===== config.mk =====
export PLATFORM = sky130hd
export DESIGN_NAME = rat_checkpoint_ctrl
export DESIGN_NICKNAME = d
export VERILOG_FILES = /design/src/rtl/rat_checkpoint_ctrl.sv
export SDC_FILE = /design/constraint.sdc
export NUM_CORES = 1
export LEC_CHECK = 0
export CORE_MARGIN = 2
export CORE_UTILIZATION = 40
export CTS_CLUSTER_SIZE = 40
export DETAILED_ROUTE_END_ITERATION = 8
export HOLD_SLACK_MARGIN = 0.12
export PLACE_DENSITY = 0.72
export SLEW_MARGIN = 30
export SYNTH_ARGS = -nofsm -noshare
export SYNTH_HDL_FRONTEND = slang
export SYNTH_SLANG_ARGS = --single-unit

===== constraint.sdc =====
create_clock -name clk_i -period 2.55 [get_ports clk_i]
set_input_delay 0.51 -clock clk_i [delete_from_list [all_inputs] [get_ports clk_i]]
set_output_delay 0.51 -clock clk_i [all_outputs]
set_load 0.005 [all_outputs]

===== src/rtl/rat_checkpoint_ctrl.sv =====
// Checkpoint scheduler for the RAT shadow pages: allocates one page per branch,
// pulses save/restore to the RAT, and reclaims wrong-path pages on a mispredict.
module rat_checkpoint_ctrl #(
  parameter int NUM_PAGES = 8,
  parameter int TAG_W     = 3
) (
  input  logic                 clk_i,
  input  logic                 reset_i,
  input  logic                 alloc_req_i,
  output logic [TAG_W-1:0]     alloc_tag_o,
  output logic                 stall_o,
  input  logic                 resolve_valid_i,
  input  logic [TAG_W-1:0]     resolve_tag_i,
  input  logic                 mispredict_i,
  output logic                 save_state_o,
  output logic [TAG_W-1:0]     save_page_o,
  output logic                 restore_state_o,
  output logic [TAG_W-1:0]     restore_page_o,
  output logic                 flush_o,
  output logic [NUM_PAGES-1:0] busy_mask_o,
  output logic [TAG_W:0]       count_o
);

  typedef enum logic [1:0] {
    IDLE    = 2'd0,
    RESTORE = 2'd1,
    RECOVER = 2'd2
  } state_e;

  state_e               state_q;
  logic [TAG_W-1:0]     head_q, head_d;
  logic [TAG_W-1:0]     tail_q, tail_d;
  logic [TAG_W:0]       count_q, count_d;
  logic [NUM_PAGES-1:0] busy_q, busy_d;
  logic [NUM_PAGES-1:0] done_q, done_d;
  logic                 save_state_q;
  logic [TAG_W-1:0]     save_page_q;
  logic                 restore_state_q;
  logic [TAG_W-1:0]     restore_page_q;
  logic                 flush_q;

  logic                 mp_hit;
  logic                 ok_hit;
  logic                 full;
  logic                 stall;
  logic                 alloc_fire;
  logic                 retire_en;
  logic [TAG_W-1:0]     age_t;
  logic [TAG_W:0]       span;
  logic [NUM_PAGES-1:0] kill;

  assign mp_hit     = resolve_valid_i & mispredict_i & busy_q[resolve_tag_i] & (state_q == IDLE);
  assign ok_hit     = resolve_valid_i & ~mispredict_i & busy_q[resolve_tag_i];
  assign full       = (count_q == (TAG_W+1)'(NUM_PAGES));
  assign stall      = full | (state_q != IDLE) | save_state_q | mp_hit;
  assign alloc_fire = alloc_req_i & ~stall;
  // A mispredict on the head page frees everything, so the head must not also retire.
  assign retire_en  = busy_q[head_q] & done_q[head_q] & ~(mp_hit & (resolve_tag_i == head_q));
  assign age_t      = resolve_tag_i - head_q;

  always_comb begin
    span = {1'b0, resolve_tag_i} - {1'b0, head_q};
    if (span[TAG_W]) begin
      span = span + (TAG_W+1)'(NUM_PAGES);
    end
  end

  // Pages at or younger than the mispredicted one (by age from head) are wrong-path.
  generate
    for (genvar gi = 0; gi < NUM_PAGES; gi++) begin : g_kill
      logic [TAG_W-1:0] age;
      assign age      = TAG_W'(gi) - head_q;
      assign kill[gi] = mp_hit & (age >= age_t);
    end
  endgenerate

  always_comb begin
    busy_d  = busy_q;
    done_d  = done_q;
    head_d  = head_q;
    tail_d  = tail_q;
    count_d = count_q;
    if (ok_hit) begin
      done_d[resolve_tag_i] = 1'b1;
    end
    if (retire_en) begin
      busy_d[head_q] = 1'b0;
      done_d[head_q] = 1'b0;
      head_d         = head_q + 1'b1;
    end
    if (mp_hit) begin
      busy_d  = busy_d & ~kill;
      done_d  = done_d & ~kill;
      tail_d  = resolve_tag_i;
      count_d = span - (TAG_W+1)'(retire_en);
    end else begin
      if (alloc_fire) begin
        busy_d[tail_q] = 1'b1;
        done_d[tail_q] = 1'b0;
        tail_d         = tail_q + 1'b1;
      end
      count_d = count_q + (TAG_W+1)'(alloc_fire) - (TAG_W+1)'(retire_en);
    end
  end

  always_ff @(posedge clk_i or posedge reset_i) begin
    if (reset_i) begin
      state_q         <= IDLE;
      head_q          <= '0;
      tail_q          <= '0;
      count_q         <= '0;
      busy_q          <= '0;
      done_q          <= '0;
      save_state_q    <= 1'b0;
      save_page_q     <= '0;
      restore_state_q <= 1'b0;
      restore_page_q  <= '0;
      flush_q         <= 1'b0;
    end else begin
      head_q          <= head_d;
      tail_q          <= tail_d;
      count_q         <= count_d;
      busy_q          <= busy_d;
      done_q          <= done_d;
      save_state_q    <= alloc_fire;
      if (alloc_fire) begin
        save_page_q <= tail_q;
      end
      restore_state_q <= 1'b0;
      flush_q         <= 1'b0;
      case (state_q)
        IDLE: begin
          if (mp_hit) begin
            state_q         <= RESTORE;
            restore_state_q <= 1'b1;
            restore_page_q  <= resolve_tag_i;
          end
        end
        RESTORE: begin
          state_q <= RECOVER;
          flush_q <= 1'b1;
        end
        RECOVER: begin
          state_q <= IDLE;
        end
        default: begin
          state_q <= IDLE;
        end
      endcase
    end
  end

  assign alloc_tag_o     = tail_q;
  assign stall_o         = stall;
  assign save_state_o    = save_state_q;
  assign save_page_o     = save_page_q;
  assign restore_state_o = restore_state_q;
  assign restore_page_o  = restore_page_q;
  assign flush_o         = flush_q;
  assign busy_mask_o     = busy_q;
  assign count_o         = count_q;

endmodule


# Word-level counts from Yosys, hierarchy flattened
# Cells that the tools add are included.
# Widths: inputs -> output; s select.
totals:
  register_bits: 37
  out_inout_bits: 25
  in_bits: 8
  elab_cells: 113
op_classes:
  n_reduce_logical: 7
  n_eq_ne: 4
  n_lt_le_gt_ge: 14
  mux: 28
  bitwise_logic: 33
  addsub: 16
op_table:
  columns: ["operator", "count"]
  rows:
  - ["$mux 8", 7]
  - ["$and 8x8->8", 5]
  - ["$ge 3x3->1", 8]
  - ["$not 8->8", 3]
  - ["$and 1x1->1", 17]
  - ["$or 8x8->8", 2]
  - ["$lt 3x4->1 const B", 3]
  - ["$sub 3x3->3 const A", 4]
  - ["$bmux 1 s3", 3]
  - ["$demux 1 s3", 3]
  - ["$ge 3x1->1 const B", 3]
  - ["$mux 1", 9]
  - ["$mux 4", 2]
  - ["$sub 4x1->4", 2]
  - ["$add 3x1->3 const B", 2]
  - ["$mux 3", 2]
  - ["$sub 1x3->3 const A", 2]
  - ["$sub 2x3->3 const A", 2]
  - ["$add 4x1->4", 1]
  - ["$add 4x4->4 const B", 1]
  - ["$eq 4x4->1 const B", 1]
  - ["$pmux 2 s2", 1]
  - ["$reduce_bool 2->1", 2]
  - ["$sub 3x3->4", 1]
  - ["other kinds (10)", 16]

# Longest topological paths before layout
depth:
  depth_word: 11
  mapped_depth: 14
  depth_no_buf: 12

# Worst setup path after synthesis
# No wires, ideal clock.
synth_path:
  path_kind: "input port to flip-flop"
  from: "input resolve_tag_i[0]"
  to: "register count_q[2], in the netlist count_o[2]"
  cell_stages: 14
  required_ns: 2.473
  slack_ns: -0.426
  arrival_time_ns: 2.899
  cell_sequence: "buf_4 nor2b_1 a32o_2 o311ai_2 and3_1 buf_6 inv_6 ha_1 inv_1 ha_1 inv_1 fa_1 xor2_1 a21oi_1"
synth_via:
  elab_chain_cells: 10
synth_rtl:
  columns: ["item", "line_no", "source"]
  rows:
  - ["start: declaration", "13", "input logic [TAG_W-1:0] resolve_tag_i,"]
  - ["$bmux 1 s3", "52", "assign mp_hit = resolve_valid_i & mispredict_i & busy_q[resolve_tag_i] & (state_q == IDLE);"]
  - ["$mux 1 (implied by the code)", "52", null]
  - ["$and 1x1->1 (2 in series)", "52", null]
  - ["$or 1x1->1", "55", "assign stall = full | (state_q != IDLE) | save_state_q | mp_hit;"]
  - ["$not 1->1", "56", "assign alloc_fire = alloc_req_i & ~stall;"]
  - ["$and 1x1->1", "56", null]
  - ["named net alloc_fire", "46", "logic alloc_fire;"]
  - ["$add 4x1->4", "102", "count_d = count_q + (TAG_W+1)'(alloc_fire) - (TAG_W+1)'(retire_en);"]
  - ["$sub 4x1->4", "102", null]
  - ["$mux 4", "91", "if (mp_hit) begin"]
  - ["named net count_d[2]", "33", "logic [TAG_W:0] count_q, count_d;"]
  - ["end signal: assignment", "122", "count_q <= count_d;"]
  - ["end: declaration", "33", null]
# The timed path passes the listed nets, and every way through them passes these cells. The select of a mux whose other input is x is not followed.
# A chain may end at the register's enable or synchronous reset.

# Worst setup path after layout
layout_path:
  from: "register busy_q[0], in the netlist busy_mask_o[0]"
  to: "register count_q[1], in the netlist count_o[1]"
layout_via:
  elab_chain_cells: 10
layout_rtl:
  columns: ["item", "line_no", "source"]
  rows:
  - ["start: declaration", "34", "logic [NUM_PAGES-1:0] busy_q, busy_d;"]
  - ["start signal: assignment", "123", "busy_q <= busy_d;"]
  - ["$bmux 1 s3", "52", null]
  - ["$mux 1 (implied by the code)", "52", null]
  - ["$and 1x1->1 (2 in series)", "52", null]
  - ["$or 1x1->1", "55", null]
  - ["$not 1->1", "56", null]
  - ["$and 1x1->1", "56", null]
  - ["$add 4x1->4", "102", null]
  - ["$sub 4x1->4", "102", null]
  - ["$mux 4 *", "91", null]
  - ["named net count_d[1]", "33", null]
# The timed path passes the listed nets; every way through them passes the cells marked *. The select of a mux whose other input is x is not followed.

==> impl_results.md <==
* Dpl hpwl at ~5.4 mm
* Worst-margin pin slew at approximately 0.6 ns
* Critical Path AT at roughly 2.8 ns
* Max VDD drop at just over 700 uV
* Worst-path clk slew at 0.08 ns
* Ys Warns at 0
* Clk buf depth at 2
* FF-to-FF path depth at 11
* Clk_lat worst skew at roughly 0.30 ns
* Most frequent cells in the layout: buf_4 (53), dfrtp_1 (37), clkdlybuf4s50_1 (28)
* PnR worst setup slack at -0.00537 ns
* Leakage at roughly 1.7 nW
* Vias in the first global route at about 2300
* Seq/Total Area, Yosys at a little over a third
* Hold/Removal Path Class: reg2reg
* Die Height at 84 microns
* Wire per inst at 16.4 microns
* All-Layer GR Usage at 21.0%
* Slowest cell on the critical path: dfrtp_1
* Primary FF master, synth: dfrtp_1
* Status: finished with violations
* CP cell instances: nor2b_4 > a32o_2 > o311ai_4 > and3_4 > inv_8 > ha_4 > inv_2 > ha_4 > inv_2 > fa_2 > mux2i_1
* Residual DRC count at 0
* Layout cells sized above 1 at approximately 28%
* Initial antenna violation count at 0
* Number of fill cells at ~540
* Minimum clock period at between 2 and 3 ns
* Reg2Reg Launch Point: busy_mask_o[0]
* Synth top area share at approximately 36%
* Cell area after layout at roughly 0.0035 sq mm
* Congestion Overflow GR at 0
* Die span in x at between 80 and 90 microns
* Largest net degree at the start of global routing at 27
* Post-synth cell types at 47
* Setup CP Type: reg2reg
* Post-Syn Instances at about 260
* Commonest non-fill, non-tap cell in the layout: buf_4
* Cell Count, Final, Fillers Out at 422
* Power Density at between 1000 and 1500 mW/mm^2
* IO Port Bufs at 32
* Total CTS buffers at 5
* TNS Setup at -0.00537 ns
* RSZ-0062 raised after global routing: yes
* Placement Cell Area at ~0.0034 sq mm
* Post-layout nets at between 300 and 400
* Synth Cell Area at around 0.0026 sq mm
* Hold path depth at 2
* First-pass GRT wire length at 11.5 mm
* Core area at approximately 0.0063 sq mm
* Cell total after placement at about 410
* Clock Skews at 0.00792 ns
* Largest cells by area after synthesis: dfrtp_1 (36%), ha_1 (15%), a21oi_1 (3.9%)
* Vias per cell at about 5.3
* # IOs at 33
* Final wirelength at a little under 7 mm
* Initial core utilization at about two fifths
* Antenna viol nets, final at 0
* Ys async rst share at 100%
* Initial DRC Count at 80
* Kind of cell adding the most delay to the critical path: adder cells
* F_max at slightly below 400 MHz
* Antenna cells at 0
* Rel. slew slack at 58.5%
* Register bit total from synthesis at 37
* CP Buf/Inv Count at 3
* DIE AREA at 0.00706 sq mm
* Mean Syn Cell Area at between 9 and 10 sq um
* Total clock sinks at 37
* Gp weighted congestion at a little under 0.9
* CP peak stage delay at slightly above 0.4 ns
* Final hold violation count at 0
* Net Count, Synth at around 300
* Final Cycle Share at 100%
* R2R Setup Slk at -0.005 ns
* Hold Path Sink: restore_page_o[1]
* CP Data Required Time at ~2.8 ns
* Routed via count at approximately 2200
* Failing checks: setup timing
* Crit-path max FO at 2
* HP Start: restore_page_o[1]
* CTS tree: yes
* Slew Viols, Final at 0
* Worst setup SP type: register
* Leading area contributor after synthesis: dfrtp_1
* First-pass DRT Iterations at 5
* Post-synth EDFFs at 0
* P&R area growth vs syn at 38.5%
* Rows at 29
* Final setup viols at 1
* MaxCap Viol Count at 0
* Number of H-tree levels at 2
* CTS root buffer: clkbuf_8
* R2r endpoint: count_o[1]
* CP Capture Type: register
==> metal layers <==
layer,global-route usage [%],up-vias,share of wire [%]
met2,35.2,61,49
li1,-,1093,-
met3,3.07,13,4.8
met4,9.68,0,2.6
met5,0,-,0
met1,26.7,1070,44
==> layout make-up <==
class / instances / area, sq um / area share [%]
repair buffers: 86 / 731 / 20.6
clock inverters: 2 / 13.8 / 0.388
inverters: 25 / 101 / 2.86
flip-flops and latches: 37 / 926 / 26.1
clock buffers: 6 / 82.6 / 2.33
multi-input cells: 189 / 1600 / 45.0
well taps: 77 / 96.3 / 2.72
==> Yosys cell counts, drive strengths merged, types with 7 or more instances <==
cell type and n:
and3 10, nor4 9, buf 7, a21oi 20
o21ai 12, nor2 10, nor2b 8, nand3 7
ha 30, xnor2 8, nand2 20, inv 25
dfrtp 37
==> state kept, by name, summed over array words and instances, names as in the netlist <==
register	flops
alloc_tag_o	3
busy_mask_o	8
count_o	4
done_q	8
flush_o	1
head_q	3
restore_page_o	3
restore_state_o	1
save_page_o	3
save_state_o	1
state_q	2
==> where the power goes <==
| group | total (mW) | internal [mW] | leakage [nW] | switching, mW |
|---|---|---|---|---|
| Combinational | 3.48 | 1.82 | 1.18 | 1.65 |
| Clock | 0.453 | 0.219 | 0.0512 | 0.233 |
| Sequential | 1.09 | 0.852 | 0.467 | 0.242 |
| Total | 5.02 | 2.89 | 1.70 | 2.13 |
==> stage by stage <==
stage / setup slack (ns) / utilization (%) / total power, mW / hold slack, ns
5_1_grt: -0.106 / 56.5 / 5.52 / 0.517
4_1_cts: 0.00157 / 55.6 / 4.98 / 0.494
6_report: -0.00537 / 56.5 / 5.02 / 0.486
2_1_floorplan: -0.282 / - / 3.05 / 0.443
3_3_place_gp: -0.826 / 53.8 / 4.34 / 0.463
3_5_place_dp: -0.929 / 53.8 / 4.47 / 0.469
==> how the worst max path moves through the flow <==
stage                     startpoint         end  slack [ns]  cells after the start
floorplan           resolve_tag_i[1]  count_o[1]       -0.28                     12
global placement    resolve_tag_i[0]  count_o[1]       -0.83                     12
detailed placement  resolve_tag_i[0]  count_o[1]       -0.93                     12
CTS                 resolve_tag_i[0]  count_o[1]       0.002                     12
global route          busy_mask_o[0]  count_o[3]       -0.11                     12
finish                busy_mask_o[0]  count_o[1]      -0.005                     11
==> timing repair <==
action | 4_1_cts | 5_1_grt
pin swaps | 2 | 10
hold buffers | 0 | 0
setup buffers | 0 | 1
endpoints found under the setup margin | 27 | 6
cloned | 0 | 0
resized for setup | 22 | 11
hold endpoints to repair | 0 | 0
==> tightest hold or removal path, cell delays in order, from the launching register on <==
cell	delay (ns)
dfrtp_1	0.35
nand2_1	0.05
nand2_1	0.06
==> kinds of logic after synthesis <==
family	share of synthesized area (%)
AO/OA/AOI/OAI	16.1
XOR/XNOR	3.76
adder cells (fa/ha/maj)	16.2
buffers and inverters	6.60
flip-flops	36.2
multiplexers	2.35
AND/OR/NAND/NOR	18.8
(Power assumes the default switching activity.)
